### src/rtl/spi_pkg.sv
// Shared types for the multi-slave SPI master: FSM states, mode bits and mode-field positions.
package spi_pkg;

  typedef enum logic [1:0] {
    IDLE,
    SETUP,
    SHIFT,
    HOLD
  } spi_state_e;

  // Bit order matches the mode port: cpha is mode[1], cpol is mode[0].
  typedef struct packed {
    logic cpha;
    logic cpol;
  } spi_mode_t;

  localparam int CPOL_BIT = 0;
  localparam int CPHA_BIT = 1;

endpackage

### src/rtl/spi_sclk_gen.sv
// SCLK generator: half-period divider, SCLK toggling and leading/trailing edge strobes.
module spi_sclk_gen #(
  parameter int DIV_W = 8
) (
  input  logic             clk,
  input  logic             rst,
  input  logic             run,
  input  logic             toggle,
  input  logic             cpol,
  input  logic [DIV_W-1:0] div,
  output logic             tick,
  output logic             lead,
  output logic             trail,
  output logic             sclk
);

  logic [DIV_W-1:0] cnt_q, cnt_d;
  logic             sclk_q, sclk_d;

  // Count down to zero and reload, so an all-ones divider never wraps past its range.
  assign tick  = run && (cnt_q == '0);
  assign lead  = tick && toggle && (sclk_q == cpol);
  assign trail = tick && toggle && (sclk_q != cpol);
  assign sclk  = sclk_q;

  // NOTE: every always_comb output gets a default first so no path leaves it unassigned (no latch).
  always_comb begin
    cnt_d  = cnt_q;
    sclk_d = sclk_q;
    if (!run) begin
      cnt_d  = div;
      sclk_d = cpol;
    end else if (tick) begin
      cnt_d = div;
      if (toggle) sclk_d = ~sclk_q;
    end else begin
      cnt_d = cnt_q - 1'b1;
    end
  end

  // NOTE: sequential state uses non-blocking assignments only; blocking here would create ordering races.
  always_ff @(posedge clk) begin
    if (rst) begin
      cnt_q  <= '0;
      sclk_q <= 1'b0;
    end else begin
      cnt_q  <= cnt_d;
      sclk_q <= sclk_d;
    end
  end

endmodule

### src/rtl/spi_master_mc.sv
// Multi-slave SPI master, CPOL/CPHA modes 0-3, full-duplex, MSB first, programmable SCLK divider.
// Build option: define SPI_LOOPBACK_EN to sample the master's own mosi instead of the miso pin.
module spi_master_mc
  import spi_pkg::*;
#(
  parameter int  WIDTH  = 8,
  parameter int  NUM_CS = 4,
  parameter int  DIV_W  = 8,
  localparam int CS_W   = (NUM_CS > 1) ? $clog2(NUM_CS) : 1
) (
  input  logic              clk,
  input  logic              rst,
  input  logic              tx_en,
  input  logic [WIDTH-1:0]  tx_data,
  input  logic [CS_W-1:0]   cs_sel,
  input  logic [1:0]        mode,
  input  logic [DIV_W-1:0]  clk_div,
  output logic              ready,
  output logic [WIDTH-1:0]  rx_data,
  output logic              rx_valid,
  output logic              sclk,
  output logic              mosi,
  input  logic              miso,
  output logic [NUM_CS-1:0] cs_n
);

  localparam int                EDGE_W    = $clog2(2 * WIDTH);
  localparam logic [EDGE_W-1:0] LAST_EDGE = EDGE_W'(2 * WIDTH - 1);

  spi_state_e        state_q;
  spi_mode_t         mode_q;
  logic [DIV_W-1:0]  clk_div_q;
  logic [WIDTH-1:0]  sr_q;
  logic [EDGE_W-1:0] edge_q;
  logic [WIDTH-1:0]  rx_data_q;
  logic              ready_q, rx_valid_q, mosi_q;
  logic [NUM_CS-1:0] cs_n_q;

  logic tick, lead, trail, din;
  logic gen_cpol;
  logic [DIV_W-1:0] gen_div;
  logic shift_edge, sample_edge;

  // An out-of-range index matches no line, so every select stays high.
  function automatic logic [NUM_CS-1:0] cs_decode(input logic [CS_W-1:0] sel);
    cs_decode = '1;
    for (int i = 0; i < NUM_CS; i++) begin
      if (sel == CS_W'(i)) cs_decode[i] = 1'b0;
    end
  endfunction

`ifdef SPI_LOOPBACK_EN
  logic unused_miso;
  assign unused_miso = miso;
  assign din         = mosi_q;
`else
  assign din = miso;
`endif

  // While idle the generator tracks the live inputs so the accept edge loads fresh values.
  assign gen_cpol = (state_q == IDLE) ? mode[CPOL_BIT] : mode_q.cpol;
  assign gen_div  = (state_q == IDLE) ? clk_div : clk_div_q;

  spi_sclk_gen #(.DIV_W(DIV_W)) u_sclk_gen (
    .clk    (clk),
    .rst    (rst),
    .run    (state_q != IDLE),
    .toggle (state_q == SHIFT),
    .cpol   (gen_cpol),
    .div    (gen_div),
    .tick   (tick),
    .lead   (lead),
    .trail  (trail),
    .sclk   (sclk)
  );

  assign shift_edge  = mode_q.cpha ? lead : trail;
  assign sample_edge = mode_q.cpha ? trail : lead;

  always_ff @(posedge clk) begin
    if (rst) begin
      state_q    <= IDLE;
      mode_q     <= '0;
      clk_div_q  <= '0;
      sr_q       <= '0;
      edge_q     <= '0;
      rx_data_q  <= '0;
      ready_q    <= 1'b1;
      rx_valid_q <= 1'b0;
      mosi_q     <= 1'b0;
      cs_n_q     <= '1;
    end else begin
      rx_valid_q <= 1'b0;
      unique case (state_q)
        IDLE: begin
          ready_q <= 1'b1;
          cs_n_q  <= '1;
          if (tx_en) begin
            state_q   <= SETUP;
            ready_q   <= 1'b0;
            mode_q    <= spi_mode_t'(mode);
            clk_div_q <= clk_div;
            sr_q      <= tx_data;
            edge_q    <= '0;
            cs_n_q    <= cs_decode(cs_sel);
            mosi_q    <= mode[CPHA_BIT] ? 1'b0 : tx_data[WIDTH-1];
          end
        end
        SETUP: begin
          if (tick) state_q <= SHIFT;
        end
        SHIFT: begin
          if (shift_edge)  mosi_q <= sr_q[WIDTH-1];
          if (sample_edge) sr_q   <= {sr_q[WIDTH-2:0], din};
          if (tick) begin
            edge_q <= edge_q + 1'b1;
            if (edge_q == LAST_EDGE) begin
              edge_q  <= '0;
              state_q <= HOLD;
            end
          end
        end
        HOLD: begin
          if (tick) begin
            state_q    <= IDLE;
            cs_n_q     <= '1;
            rx_data_q  <= sr_q;
            rx_valid_q <= 1'b1;
            ready_q    <= 1'b1;
          end
        end
        default: state_q <= IDLE;
      endcase
    end
  end

  assign ready    = ready_q;
  assign rx_data  = rx_data_q;
  assign rx_valid = rx_valid_q;
  assign mosi     = mosi_q;
  assign cs_n     = cs_n_q;

endmodule

### config.mk
export PLATFORM = sky130hd
export DESIGN_NAME = spi_master_mc
export DESIGN_NICKNAME = d
export VERILOG_FILES = /design/src/rtl/spi_pkg.sv /design/src/rtl/spi_sclk_gen.sv /design/src/rtl/spi_master_mc.sv
export SDC_FILE = /design/constraint.sdc
export NUM_CORES = 1
export LEC_CHECK = 0
export ABC_CLOCK_PERIOD_IN_PS = 2300
export BUFFER_PORTS_ARGS = -buffer_cell sky130_fd_sc_hd__buf_2
export CAP_MARGIN = 40
export CORE_MARGIN = 5
export CORE_UTILIZATION = 55
export DETAILED_ROUTE_END_ITERATION = 10
export GPL_ROUTABILITY_DRIVEN = 1
export GPL_TIMING_DRIVEN = 0
export PLACE_DENSITY_LB_ADDON = 0.15
export SLEW_MARGIN = 20
export SYNTH_ARGS = -nofsm -noshare
export SYNTH_HDL_FRONTEND = slang
export SYNTH_SLANG_ARGS = --single-unit
### constraint.sdc
create_clock -name clk -period 2.3 [get_ports clk]
set_input_delay 0.345 -clock clk [delete_from_list [all_inputs] [get_ports clk]]
set_output_delay 0.345 -clock clk [all_outputs]
set_load 0.03 [all_outputs]
== Word-level counts from Yosys, hierarchy flattened ==
Index checks and enable logic that the tools add are counted.

* Bits in read-only memories: 0
* Bits in writable memories: 0
* Bits in latches: 0
* Bits in registers: 48
* Bits of input ports: 24
* Output and inout bits: 16
* Memories: 0

* Eq/ne operators: 18
* Bitwise logic cells: 2
* Multiplexer cells: 37
* Add/sub/neg operators: 2
* $mul: 0
* Reductions and logical operators: 19
* Order comparisons: 0
* Shift-type cells: 0
* Divide/modulo/power cells: 0

{| class="wikitable"
|+ Operators with widths
! kind !! count
|-
| $mux 8 || 5
|-
| $mux 4 || 5
|-
| $mux 1 || 16
|-
| $pmux 4 s2 || 2
|-
| $pmux 8 s2 || 1
|-
| $ne 2x2->1 const B || 7
|-
| $mux 2 || 5
|-
| $reduce_and 3->1 || 3
|-
| $eq 2x2->1 const B || 4
|-
| $logic_not 8->1 || 1
|-
| $pmux 2 s4 || 1
|-
| $reduce_and 2->1 || 4
|-
| $sub 8x1->8 const B || 1
|-
| $reduce_bool 2->1 || 3
|-
| $reduce_and 5->1 || 1
|-
| $add 4x1->4 const B || 1
|-
| $eq 2x1->1 const B || 2
|-
| $eq 4x4->1 const B || 1
|-
| $logic_and 1x1->1 || 4
|-
| $logic_not 2->1 || 2
|-
| $ne 2x1->1 const B || 2
|-
| $pmux 1 s2 || 2
|-
| $not 1->1 || 2
|-
| $reduce_or 2->1 || 1
|-
| other kinds (2) || 2
|}

== Longest topological paths before layout ==
* Word-level depth: 7
* Depth in mapped cells: 9
* Depth with buffers taken out: 7

== Hierarchy ==
A second synthesis with hierarchy kept.

* Cells, all modules: 280
* Area, all modules: 2374.8 µm²

{| class="wikitable"
|+ By module, submodules not included
! module !! cells each !! sequential area each (µm²) !! instances !! area an instance (µm²)
|-
| spi_master_mc || 208 || 780.7 || 1 || 1765.4
|-
| spi_sclk_gen || 72 || 180.2 || 1 || 609.3
|}

== Worst setup path before layout ==
Ideal clock, no wire load.

* Path kind: flip-flop to flip-flop
* Start: register state_q[0]
* End: register edge_q[0]
* Path slack: 0.534 ns
* Cell stages (with the launch flop): 9
* Required time: 2.230 ns
* Data arrival time: 1.696 ns
* Clock period less this slack: 1.766 ns
* Path buffers: 1
* Path through: dfxtp_1 inv_1 ha_1 buf_4 and2_4 or2b_2 and2_4 or3_1 a21oi_1

* Cells in the longest elaborated chain, start to end: 4
* Elaborated cells between the ends (all ways): 9
* Classes of those cells: eq/ne: 3; mux: 1; reduce/logical: 5

{| class="wikitable"
|+ Ends and longest elaborated chain
! what !! RTL line !! text
|-
| from (decl) || spi_master_mc.sv:30 || <nowiki>spi_state_e state_q;</nowiki>
|-
| from (signal assigned) || spi_master_mc.sv:82 || <nowiki>state_q <= IDLE;</nowiki>
|-
| from (signal assigned) || spi_master_mc.sv:99 || <nowiki>state_q <= SETUP;</nowiki>
|-
| from (signal assigned) || spi_master_mc.sv:110 || <nowiki>if (tick) state_q <= SHIFT;</nowiki>
|-
| $reduce_bool 2->1 || spi_master_mc.sv:67 || <nowiki>.run (state_q != IDLE),</nowiki>
|-
| $logic_and 1x1->1 || spi_sclk_gen.sv:21 || <nowiki>assign tick = run && (cnt_q == '0);</nowiki>
|-
| $ne 2x2->1 (no line) || - ||
|-
| $reduce_and 3->1 (no line) || - ||
|-
| to (signal assigned) || spi_master_mc.sv:116 || <nowiki>edge_q <= edge_q + 1'b1;</nowiki>
|-
| to (decl) || spi_master_mc.sv:34 || <nowiki>logic [EDGE_W-1:0] edge_q;</nowiki>
|}

Several ways; a longest one is shown, not always the timed one.
A chain may end at the register's enable or synchronous reset.

== Final worst setup path ==
* Start: register state_q[0]
* End: register mosi_q, in the netlist mosi

* Cells in the longest elaborated chain, start to end: 7
* Elaborated cells between the ends (all ways): 16
* Classes of those cells: eq/ne: 5; mux: 3; reduce/logical: 8

{| class="wikitable"
|+ Ends and longest elaborated chain
! what !! RTL line !! text
|-
| $logic_not 2->1 / $reduce_bool 2->1 (equally long branches) || spi_master_mc.sv:61, spi_master_mc.sv:94, spi_master_mc.sv:67 ||
|-
| $mux 1 / $logic_and 1x1->1 (equally long branches) || spi_master_mc.sv:61, spi_sclk_gen.sv:21 ||
|-
| $ne 1x1->1 (tied with other cells) || spi_sclk_gen.sv:23 || <nowiki>assign trail = tick && toggle && (sclk_q != cpol);</nowiki>
|-
| $logic_and 1x1->1, on equally long branches || spi_sclk_gen.sv:23, spi_sclk_gen.sv:22 ||
|-
| $mux 1 || spi_master_mc.sv:77 || <nowiki>assign shift_edge = mode_q.cpha ? lead : trail;</nowiki>
|-
| $ne 2x2->1 (no line) || - ||
|-
| $reduce_and 3->1 (no line) || - ||
|-
| to (signal assigned) || spi_master_mc.sv:106 || <nowiki>mosi_q <= mode[CPHA_BIT] ? 1'b0 : tx_data[WIDTH-1];</nowiki>
|-
| to (signal assigned) || spi_master_mc.sv:113 || <nowiki>if (shift_edge) mosi_q <= sr_q[WIDTH-1];</nowiki>
|-
| to (decl) || spi_master_mc.sv:36 || <nowiki>logic ready_q, rx_valid_q, mosi_q;</nowiki>
|}

Several ways; a longest one is shown, not always the timed one.

==> flow_summary.toml <==
[timing]
final-max-slew-violation-count = 0
fin_crit_sh = 0.856
period_minus_slack_ns = 1.97
timing.fmax_ghz = 0.508
finalSetupTns_ns = 0
grt_setup_unrepaired = "false"
setup-violations-final = 0
hold_viol = 0
worst_pin_slew_ns = 0.559
relSlewSlack = 0.625
skew_ns = 0.00527

[synthesis]
synth_edf_count = 0
netlist_instances = 264
synthFlopType = "dfxtp_1"
synth_xor_area_frac = 0.0196
async_reset_ff_frac = 0
ys_seq_elements = 48
yosysWarningCount = 0
synth_area_um2 = 2240
yosysUniqueCellTypes = 52
synth_compound_area_frac = 0.196
synth_nets = 295
ys_seq_area_frac = 0.430
synthSimpleGateAreaFrac = 0.256
post_synth_fa_ha_maj_area_fraction = 0.0392
avgSynthCellArea_um2 = 8.47
synthMuxAreaShare = 0.0185
synth_top_family_by_area = "simple AND/OR/NAND/NOR gates"

[global_route]
grt_start_max_net_pins = 17
grt_pass1_vias = 1914
grt-ovfl-total = 0
antenna_found_initial = 0
grt.total_usage = 0.201
grt_pass1_wl_um = 8440

[clock_network]
htree_levels = 2
clock_path_buffers = 2
numCtsBuffers = 5
cts_sinks = 48
cts_hold_buf = 0
path_clk_slew_ns = 0.09
cts_tree = "yes"
clockRootBuffer = "clkbuf_8"
clk_latency_ns = 0.31
post_cts_buffers = 0

[worst_setup_path]
arrival_ns = 2.20
critPathMaxFanout = 10
required_ns = 2.53
r2r-start = "state_q[0]"
start_kind = "register"
crit_path_end_kind = "register"
worstSetupPathType = "register to register"
cp-startpoint = "state_q[0]"

[routing]
routed_via_density = 5.40
ant_nets = 0
drc = 0
drt_first_pass_iters = 4
num_vias = 1949
drt-total-wl_um = 4960
routedWlPerCell_um = 13.7
first_iter_violations = 92

[finish]
drive_gt1_frac = 0.251
final-instance-count-excl-fill = 361
seq_area_um2 = 961
area_growth_pct = 16.9
multi_input_area_um2 = 1190
nNetsFinal = 341
num-fill-cells = 369
num_antenna_cells = 0

[place]
gp_congestion = 0.754
dp_cells = 353
io_buffer_count = 39
place_hpwl_um = 3610

[floorplanning]
die-area_um2 = 5440
io_pins = 40
fp.dieH_um = 73.8
design.core.area_um2 = 3970
row_count = 23
start_util = 0.563
die_x_um = 73.8

[run]
cap_violations = 0

[status]
status = "completed"

[worst_hold_path]
hold_path.class = "primary input to register"
worstHoldStart = "clk_div[6]"

[pwr]
pwr_density_cell_nw_per_um2 = 1250
irDropWorstVdd_v = 0.000572
p_leak_uw = 0.00108
==> layout make-up <==
class                      count  area share
buffer                        12      0.0249
clock buffer                   5      0.0263
clock inverter                 3      0.0177
inverter                       7      0.0101
multi-input combinational    197       0.455
sequential                    48       0.368
tap                           50      0.0239
timing repair buffer          39      0.0747
==> cells by family (layout without fill, tap and decap cells) <==
kind of cell,after synthesis,count (layout)
AOI/OAI and AO/OA,66,66
xor gates and xnor gates,5,5
adders and majority gates,7,7
buffers and inverters,19,66
DFF,48,48
muxes,4,4
and+or+nand+nor,115,115
==> per-stage QoR <==
step                      total power, uW  hold WS [ns]  cell area (um2)   util  setup slack, ns
final                                3260         0.277             2610  0.658            0.330
after global routing                 3510         0.286             2610  0.658            0.202
after CTS                            3270         0.268             2610  0.657            0.132
after detailed placement             2640         0.450             2490  0.628            0.175
after global placement               2610         0.442             2490  0.628            0.190
after floorplan                      2310         0.433             2240      -            0.534
==> cell usage after synthesis (all sizes together), types with 2 or more instances <==
| master | n | share of area |
|---|---|---|
| mux2i | 3 | 0.013 |
| nor3b | 2 | 0.0067 |
| nand2 | 55 | 0.093 |
| o22ai | 7 | 0.020 |
| nor4 | 2 | 0.012 |
| o21ai | 12 | 0.029 |
| and2 | 4 | 0.015 |
| clkbuf | 8 | 0.020 |
| dfxtp | 48 | 0.43 |
| ha | 7 | 0.039 |
| a211oi | 2 | 0.0067 |
| nand3 | 6 | 0.024 |
| xnor2 | 4 | 0.016 |
| o21bai | 2 | 0.0067 |
| or4 | 3 | 0.012 |
| nor2 | 31 | 0.053 |
| nand2b | 4 | 0.011 |
| o31ai | 2 | 0.0067 |
| buf | 4 | 0.0095 |
| a21oi | 23 | 0.051 |
| inv | 7 | 0.012 |
| a31oi | 2 | 0.0056 |
| o221a | 8 | 0.040 |
| a22oi | 3 | 0.010 |
==> final timing paths <==
kind / to / depth (start not counted) / slack (ns)
hold reg to reg: clk_div_q[3] / 2 / 0.46
setup / recovery: mosi / 9 / 0.33
hold / removal: clk_div_q[6] / 3 / 0.28
setup reg to reg: mosi / 9 / 0.33
==> per-layer routing <==
metal | vias to the layer above | track usage | wire [um]
met5 | - | 0 | 0
met2 | 42 | 0.331 | 2290
met4 | 0 | 0.0805 | 78
met3 | 7 | 0.0492 | 302
li1 | 1010 | - | -
met1 | 890 | 0.251 | 2290
==> repair_timing <==
action,CTS,global route
endpoints found under the setup margin,0,4
resized for setup,0,1
hold endpoints to repair,0,0
==> placed cells by master (no fill, tap or decap), drive strengths merged, types with 3 or more instances in the layout <==
cell type | Yosys | final
nand3 | 6 | 6
or4 | 3 | 3
o221a | 8 | 8
and2 | 4 | 4
o21ai | 12 | 12
nor2 | 31 | 31
nand2 | 55 | 55
mux2i | 3 | 3
a22oi | 3 | 3
inv | 7 | 8
dfxtp | 48 | 48
ha | 7 | 7
clkbuf | 8 | 13
xnor2 | 4 | 4
a21oi | 23 | 23
o22ai | 7 | 7
nand2b | 4 | 4
buf | 4 | 43
==> where the power goes <==
part	total [uW]	switching [uW]	internal, uW
registers	1210	184	1020
clock network	629	301	328
logic	1430	824	601
total	3260	1310	1950
==> sequential cells by signal, summed over array words and instances, names as in the netlist <==
signal	flops
mosi	1
state_q	2
sr_q	8
edge_q	4
rx_data	8
rx_valid	1
u_sclk_gen.sclk	1
clk_div_q	8
cs_n	4
u_sclk_gen.cnt_q	8
mode_q	2
ready	1
==> worst max-delay path: stages (launching register included) <==
cell,delay [ns]
dfxtp_1,0.34
inv_1,0.10
ha_1,0.21
buf_4,0.18
and2_4,0.15
or2b_2,0.32
buf_2,0.19
o21ai_0,0.13
nor2_1,0.06
a211oi_1,0.20
Power figures use the tool's default switching activity.
